## src/rtl/fifo_stream_out_if.sv

```systemverilog
// -----------------------------------------------------------------------------
// fifo_stream_out_if
//   Bundles the fifo read side and the valid/ready stream side of the
//   fifo_stream_out drain stage.
//
//   fifo_empty  fifo empty flag                  (fifo -> drain)
//   fifo_q      fifo read data, one cycle late   (fifo -> drain)
//   fifo_re     fifo read enable / pop           (drain -> fifo)
//   flush       synchronous discard request      (control -> drain)
//   m_valid     stream data valid                (drain -> sink)
//   m_ready     stream sink ready                (sink -> drain)
//   m_data      stream data                      (drain -> sink)
//   beat_count  words delivered, 16-bit wrap     (drain -> observer)
//
//   master : the drain stage itself
//   slave  : the surrounding environment (fifo, sink, control)
// -----------------------------------------------------------------------------
interface fifo_stream_out_if #(
    parameter int DATA_WIDTH = 8
);
    logic                  fifo_empty;
    logic [DATA_WIDTH-1:0] fifo_q;
    logic                  fifo_re;
    logic                  flush;
    logic                  m_valid;
    logic                  m_ready;
    logic [DATA_WIDTH-1:0] m_data;
    logic [15:0]           beat_count;

    modport master (
        input  fifo_empty, fifo_q, flush, m_ready,
        output fifo_re, m_valid, m_data, beat_count
    );

    modport slave (
        output fifo_empty, fifo_q, flush, m_ready,
        input  fifo_re, m_valid, m_data, beat_count
    );
endinterface

```

## src/rtl/fifo_stream_out.sv

```systemverilog
// -----------------------------------------------------------------------------
// fifo_stream_out
//   Drain stage placed directly after a BRAM-backed fifo. It pops words with
//   fifo_re, absorbs the one-cycle RAM read latency and presents the words on a
//   valid/ready stream through a 2-entry skid buffer, sustaining one word per
//   clock. A synchronous flush drops buffered and in-flight words.
//
//   clk    single clock, also the fifo read clock
//   rst_n  asynchronous active-low reset
//   bus    fifo_stream_out_if.master:
//            fifo_empty/fifo_q in, fifo_re out   (fifo read side)
//            flush in                            (discard request)
//            m_valid/m_data out, m_ready in      (stream side)
//            beat_count out                      (delivered-word counter)
// -----------------------------------------------------------------------------
module fifo_stream_out #(
    parameter int DATA_WIDTH = 8
) (
    input  logic               clk,
    input  logic               rst_n,
    fifo_stream_out_if.master  bus
);

    // Skid buffer state
    logic [1:0]            occ_q, occ_d;
    logic                  inflight_q, inflight_d;
    logic                  head_q, head_d;
    logic                  tail_q, tail_d;
    logic [DATA_WIDTH-1:0] mem_q [2];
    logic [DATA_WIDTH-1:0] mem_d [2];
    logic [15:0]           beat_count_q, beat_count_d;

    // Per-cycle events
    logic       pop;
    logic       capture;
    logic       fifo_re;
    logic [2:0] credit;

    always_comb begin
        // NOTE: every variable gets a default first so no path can leave it
        // unassigned, which would otherwise infer a latch.
        occ_d        = occ_q;
        inflight_d   = inflight_q;
        head_d       = head_q;
        tail_d       = tail_q;
        mem_d        = mem_q;
        beat_count_d = beat_count_q;

        pop = (occ_q != 2'd0) && bus.m_ready;

        // Words owed after this edge: buffered + in flight - leaving now.
        // A new pop is only allowed if it still fits in the 2-entry buffer,
        // which is what makes overflow impossible.
        credit  = {1'b0, occ_q} + {2'b00, inflight_q} - {2'b00, pop};
        fifo_re = rst_n && !bus.flush && !bus.fifo_empty && (credit < 3'd2);

        // The RAM word requested last cycle is on fifo_q now; flush kills it.
        capture = inflight_q && !bus.flush;

        if (bus.flush) begin
            occ_d  = 2'd0;
            head_d = 1'b0;
            tail_d = 1'b0;
        end else begin
            if (capture) begin
                mem_d[tail_q] = bus.fifo_q;
                tail_d        = ~tail_q;
            end
            if (pop) begin
                head_d = ~head_q;
            end
            occ_d = occ_q + {1'b0, capture} - {1'b0, pop};
        end

        inflight_d   = fifo_re;
        // A pop coinciding with flush was accepted by the sink, so it counts.
        beat_count_d = beat_count_q + 16'(pop);
    end

    // NOTE: sequential state uses non-blocking assignments so every flop
    // samples the pre-edge values, independent of statement order.
    always_ff @(posedge clk or negedge rst_n) begin
        if (!rst_n) begin
            occ_q        <= 2'd0;
            inflight_q   <= 1'b0;
            head_q       <= 1'b0;
            tail_q       <= 1'b0;
            // NOTE: the two storage entries are reset because m_data must read
            // zero out of reset; a larger RAM would be left unreset.
            mem_q[0]     <= '0;
            mem_q[1]     <= '0;
            beat_count_q <= 16'd0;
        end else begin
            occ_q        <= occ_d;
            inflight_q   <= inflight_d;
            head_q       <= head_d;
            tail_q       <= tail_d;
            mem_q        <= mem_d;
            beat_count_q <= beat_count_d;
        end
    end

    assign bus.fifo_re    = fifo_re;
    assign bus.m_valid    = (occ_q != 2'd0);
    assign bus.m_data     = mem_q[head_q];
    assign bus.beat_count = beat_count_q;

    // The credit rule guarantees a free slot for every captured word.
    no_overflow_a: assert property (@(posedge clk) disable iff (!rst_n)
        !(capture && occ_q == 2'd2));

endmodule
```

## src/flat_wrapper.sv

```systemverilog
// flat-port wrapper written by rule: the top's interface ports become plain ports
module fifo_stream_out_flat 
#(
    parameter int DATA_WIDTH = 8
)
  (clk, rst_n, bus_fifo_empty, bus_fifo_q, bus_flush, bus_m_ready, bus_fifo_re, bus_m_valid, bus_m_data, bus_beat_count);
  fifo_stream_out_if #(.DATA_WIDTH(DATA_WIDTH)) bus_i ();
  input  logic clk;
  input  logic rst_n;
  input wire logic [$bits(bus_i.fifo_empty)-1:0] bus_fifo_empty;
  input wire logic [$bits(bus_i.fifo_q)-1:0] bus_fifo_q;
  input wire logic [$bits(bus_i.flush)-1:0] bus_flush;
  input wire logic [$bits(bus_i.m_ready)-1:0] bus_m_ready;
  output wire logic [$bits(bus_i.fifo_re)-1:0] bus_fifo_re;
  output wire logic [$bits(bus_i.m_valid)-1:0] bus_m_valid;
  output wire logic [$bits(bus_i.m_data)-1:0] bus_m_data;
  output wire logic [$bits(bus_i.beat_count)-1:0] bus_beat_count;
  assign bus_i.fifo_empty = bus_fifo_empty;
  assign bus_i.fifo_q = bus_fifo_q;
  assign bus_i.flush = bus_flush;
  assign bus_i.m_ready = bus_m_ready;
  assign bus_fifo_re = bus_i.fifo_re;
  assign bus_m_valid = bus_i.m_valid;
  assign bus_m_data = bus_i.m_data;
  assign bus_beat_count = bus_i.beat_count;
  fifo_stream_out #(.DATA_WIDTH(DATA_WIDTH)) u_core (.clk(clk), .rst_n(rst_n), .bus(bus_i));
endmodule
```

## config.mk

```make
export PLATFORM = sky130hd
export DESIGN_NAME = fifo_stream_out_flat
export DESIGN_NICKNAME = d
export VERILOG_FILES = /design/src/rtl/fifo_stream_out_if.sv /design/src/rtl/fifo_stream_out.sv /design/src/flat_wrapper.sv
export SDC_FILE = /design/constraint.sdc
export NUM_CORES = 1
export LEC_CHECK = 0
export CAP_MARGIN = 5
export CORE_ASPECT_RATIO = 0.8
export CORE_UTILIZATION = 49
export CTS_CLUSTER_SIZE = 30
export DETAILED_ROUTE_END_ITERATION = 10
export GPL_ROUTABILITY_DRIVEN = 0
export PLACE_DENSITY = 0.88
export SYNTH_ARGS = -nofsm -noshare
export SYNTH_HDL_FRONTEND = slang
export SYNTH_SLANG_ARGS = --single-unit
```

## constraint.sdc

```tcl
create_clock -name clk -period 4.2 [get_ports clk]
set_clock_uncertainty 0.1 [all_clocks]
set_input_delay 1.26 -clock clk [delete_from_list [all_inputs] [get_ports clk]]
set_output_delay 1.26 -clock clk [all_outputs]
set_load 0.02 [all_outputs]
```

## After elaboration in Yosys (flattened, before gate mapping)

Index checks and enable logic that the tools add are counted.

- Word-level logic and storage cells: 44
- Bits of input ports: 13
- Output and inout port bits: 26
- Bits in registers: 37

- Multiplexer cells: 11
- Bitwise logic cells: 5
- Reduce and logical (&&, ||, !) cells: 12
- $add $sub $neg: 5
- $lt $le $gt $ge: 4

Operators by type and width:

| kind | number |
|---|---|
| 2-to-1 mux 8 bit | 4 |
| adder 16 x 1 -> 16 bit | 1 |
| bitwise mux 16 bit | 1 |
| demux 8 bit (select 1 bit) | 1 |
| logical AND 1 bit | 6 |
| nonzero test 2 bit | 3 |
| greater-or-equal comparator 2 bit (second input constant) | 2 |
| 2-to-1 mux 1 bit | 4 |
| inverter 1 -> 2 bit | 2 |
| adder 2 x 1 -> 3 bit | 1 |
| < comparator 3 x 2 -> 1 bit (second input constant) | 1 |
| inverter 1 bit | 3 |
| subtractor 3 x 1 -> 3 bit | 1 |
| adder 2 x 1 -> 2 bit | 1 |
| logical NOT 1 bit | 2 |
| < comparator 2 x 1 -> 1 bit (second input constant) | 1 |
| 2-to-1 mux 2 bit | 1 |
| AND reduction 2 bit | 1 |
| subtractor 2 x 1 -> 2 bit | 1 |

## Depth between registers and ports, before layout

Gate-level depths: netlist of the first run.

- Depth in word-level cells: 6
- Gate-level depth with buffers: 7
- Depth with buffers taken out: 7

## Least setup slack after synthesis of the first run

Ideal clock, no wire load.

- Kind: input -> output
- From: input port bus_m_ready
- To: output port bus_fifo_re
- Path buffers: 0
- Data arrival time: 2.664 ns
- Stages on the path: 7
- Required time: 2.840 ns
- Path slack: 0.176 ns
- Cell sequence: o21a_1 -> ha_1 -> inv_1 -> nand2_1 -> fa_1 -> nand4bb_1 -> nor2_1

- Word-level cells in the longest chain between the ends: 4

RTL lines:

| what | line | text |
|---|---|---|
| start, declared | flat_wrapper.sv:13 | `input wire logic [$bits(bus_i.m_ready)-1:0] bus_m_ready;` |
| logical AND 1 bit | fifo_stream_out.sv:49 | `pop = (occ_q != 2'd0) && bus.m_ready;` |
| subtractor 3 x 1 -> 3 bit | fifo_stream_out.sv:54 | `credit = {1'b0, occ_q} + {2'b00, inflight_q} - {2'b00, pop};` |
| < comparator 3 x 2 -> 1 bit | fifo_stream_out.sv:55 | `fifo_re = rst_n && !bus.flush && !bus.fifo_empty && (credit < 3'd2);` |
| logical AND 1 bit | fifo_stream_out.sv:55 |  |
| end, declared | flat_wrapper.sv:14 | `output wire logic [$bits(bus_i.fifo_re)-1:0] bus_fifo_re;` |

No other way between the ends.

## Worst setup path after layout of the first run

Same ends and word-level chain as after synthesis.

==> results of run 1 <==
cell type report:
| cell class | count | area share |
|---|---|---|
| Tap cell | 40 | 0.0223 |
| Inverter | 6 | 0.0101 |
| Clock buffer | 7 | 0.0385 |
| Clock inverter | 1 | 0.0134 |
| Multi-Input combinational cell | 84 | 0.320 |
| Timing Repair Buffer | 43 | 0.183 |
| Sequential cell | 37 | 0.413 |
sequential cells by signal (all words and copies together) (netlist names):
name	flops
u_core.bus.beat_count	16
u_core.head_q	1
u_core.mem_q	16
u_core.tail_q	1
u_core.inflight_q	1
u_core.occ_q	2
layer usage:
metal	GRT usage	wire length [µm]	share of wire	vias to the layer above
li1	-	-	-	542
met1	0.249	1380	0.43	555
met2	0.352	1700	0.53	19
met3	0.0313	71	0.022	4
met4	0.0957	51	0.016	0
met5	0	0	0	-
cell usage after synthesis, drive strengths merged:
cell / count
buf: 2
nand2: 8
nor2: 8
ha: 5
xnor2: 7
inv: 6
nor2b: 3
nand4bb: 1
o21a: 1
nor4: 4
dfrtp: 37
nand4: 4
nor3: 3
fa: 1
xor2: 11
mux2: 24
nand3: 4
logic make-up after synthesis:
| group | after synthesis | share of synthesized area |
|---|---|---|
| buf+inv | 8 | 0.0209 |
| simple gates | 35 | 0.117 |
| fa+ha+maj | 6 | 0.0493 |
| compound gates | 1 | 0.00449 |
| flops | 37 | 0.553 |
| xor+xnor | 18 | 0.0942 |
| mux | 24 | 0.161 |
through the flow:
| stage | power, mW | area, µm² | utilization |
|---|---|---|---|
| 6_report | 1.40 | 2240 | 0.705 |
| 3_3_place_gp | 1.05 | 2120 | 0.667 |
| 3_5_place_dp | 1.09 | 2120 | 0.667 |
| 2_1_floorplan | 0.849 | 1670 | - |
| 5_1_grt | 1.48 | 2240 | 0.705 |
| 4_1_cts | 1.41 | 2230 | 0.703 |
where the power goes:
group          internal, mW  leakage, nW  switching, mW
Sequential            0.461        0.481         0.0838
Clock                 0.193       0.0585          0.116
Combinational         0.306        0.534          0.239
worst max-delay path: cells and delay by family:
| kind | cells | cell delay, ps |
|---|---|---|
| AOI/OAI and AO/OA | 1 | 110 |
| and+or+nand+nor | 3 | 320 |
| buffers and inverters | 3 | 290 |
| adders and majority gates | 2 | 750 |
what timing repair did:
| item | 4_1_cts | 5_1_grt |
|---|---|---|
| setup endpoints to repair | 1 | 1 |
| gates cloned | 0 | 0 |
| hold buffers | 0 | 0 |
| resized for setup | 8 | 2 |
| pin swaps | 4 | 4 |
| buffers inserted | 1 | 0 |
worst paths after layout:
| check | cells after the start | start | end |
|---|---|---|---|
| max | 9 | bus_m_ready | bus_fifo_re |
| max reg2reg | 8 | u_core.occ_q[1] | u_core.bus.beat_count[10] |
| min in group asynchronous | 2 | rst_n | u_core.bus.beat_count[12] |
| max in group asynchronous | 2 | rst_n | u_core.mem_q[2] |
| min reg2reg | 1 | u_core.bus.beat_count[15] | u_core.bus.beat_count[15] |
| min | 1 | u_core.bus.beat_count[15] | u_core.bus.beat_count[15] |
==> results.yml, run 1 <==
cells_and_area:
  final-seq-area_um2: 926
  flow.area_growth_from_synthesis_pct: 33.8
  antenna_cells_inserted: 0
  multiInputGateArea_um2: 716
  most_frequent_standard_cell_in_the_layout_excluding_fill_and_tap_cells: "sky130_fd_sc_hd__dfrtp_1"
  layout.cells.most_common_list: "37 x sky130_fd_sc_hd__dfrtp_1, 35 x sky130_fd_sc_hd__clkdlybuf4s50_1, 24 x sky130_fd_sc_hd__mux2_2"
  fillerInstances: 217
  finish.cell_count_without_fillers: 218
  num-nets-final: 196
  layout_cell_share_with_drive_strength_beyond_1: 0.247
floorplan:
  fp.coreArea_um2: 3180
  initial_core_util: 0.527
  row_count: 18
  die_area_um2: 3660
  boundary_pin_count: 39
  chipWidth_um: 67.4
  die_y_um: 54.3
logic_synthesis:
  seq_area_frac_synth: 0.553
  netlist-cell-type-count: 21
  top_cell_type_by_total_area_after_synthesis: "sky130_fd_sc_hd__dfrtp_1"
  synth_area_per_cell_um2: 13.0
  yosys-top-cells-area: "sky130_fd_sc_hd__dfrtp_1 55%, sky130_fd_sc_hd__mux2_2 16%, sky130_fd_sc_hd__xor2_1 5.8%"
  synthesis.nets: 148
  synth_largest_type_area_fraction: 0.553
  synth_seq_cells: 37
  synth.yosys.warnings: 0
  combined_area_of_all_synthesized_cells_um2: 1670
  netlist_instances: 129
pwr:
  leakagePower_nw: 1.07
  power.ir.vdd_worst_mv: 0.386
  p_per_area_nw_per_um2: 625
global_routing:
  antenna_found_initial: 0
  largest_net_degree_at_the_start_of_global_routing: 38
  grt_usage: 0.202
  wire_length_of_the_first_global_routing_pass_mm: 5.19
  grt.overflow.total: 0
  first_global_vias: 1156
sta:
  setup_violations_final: 0
  layout_setup_ws_ps: 98.4
  holdWs_ps: 375
  transition_time_at_the_pin_with_the_least_slew_margin_ps: 774
  rsz0062_at_grt: "false"
  relSlewSlack: 0.483
  fmax_mhz: 244
  report.final.slew_viol_count: 0
  fin_tns_setup_ps: 0
  post-route-min-period_ps: 4100
  finalHoldViolCount: 0
  min_period_over_period: 0.977
placement:
  port-buffer-count: 38
  place.detailed.hpwl_mm: 2.38
  detailedPlace.worstSlack_ps: -725
  place.detailed.instances: 209
critical_path:
  timing.critical_path.slowest_stage_cell: "sky130_fd_sc_hd__fa_1"
  r2r_slack_ps: 2050
  startpoint_type: "primary input"
  path_class: "in -> out"
  crit_path_cell_trace: "buf_2 > o21a_1 > ha_1 > inv_1 > nand2_1 > fa_1 > nand4bb_1 > nor2_2 > buf_6"
  critPathArrivalTime_ps: 2740
  cp_data_required_time_ps: 2840
  crit_fanout: 2
  worstSetupEndpointType: "primary output"
  cp_max_stage_delay_ps: 480
routing:
  drt_pass1_iterations: 5
  drt_iter0_drc: 19
  avgRoutedWirePerCell_um: 14.7
  postRouteAntennaNets: 0
  via_count: 1120
  drc: 0
  viasPerCell: 5.14
  postRouteWirelength_mm: 3.20
cts:
  clock_tree.htree_level_count: 2
  tritoncts: "built"
  clk-insertion-delay-late_ps: 280
  cts_root_buffer: "sky130_fd_sc_hd__clkbuf_8"
  tritoncts_num_sinks: 37
  ctsLongestPathBuffers: 2
  tritoncts.num_buffers: 5
  clk_pin_slew_worst_setup_hold_paths_ps: 70
hold_path:
  hp-class: "reg -> reg"
outcome:
  run_status: "finished, final reports clean"
run:
  cap_violations: 0
(Power assumes the default switching activity.)
==> run 2, diff against run 1 <==
--- a/config.mk
+++ b/config.mk
@@ -11,6 +11,7 @@
 export CTS_CLUSTER_SIZE = 30
 export DETAILED_ROUTE_END_ITERATION = 10
 export GPL_ROUTABILITY_DRIVEN = 0
+export HOLD_SLACK_MARGIN = 0.1
 export PLACE_DENSITY = 0.88
 export SYNTH_ARGS = -nofsm -noshare
 export SYNTH_HDL_FRONTEND = slang
==> results of run 2 <==
Same layout as run 1: the final DEF is identical, and so are final timing and power.
==> run 3, diff against run 2 <==
--- a/config.mk
+++ b/config.mk
@@ -5,7 +5,7 @@
 export SDC_FILE = /design/constraint.sdc
 export NUM_CORES = 1
 export LEC_CHECK = 0
-export CAP_MARGIN = 5
+export CAP_MARGIN = 25
 export CORE_ASPECT_RATIO = 0.8
 export CORE_UTILIZATION = 49
 export CTS_CLUSTER_SIZE = 30
==> results of run 3 <==
Same layout as run 1: the final DEF is identical, and so are final timing and power.
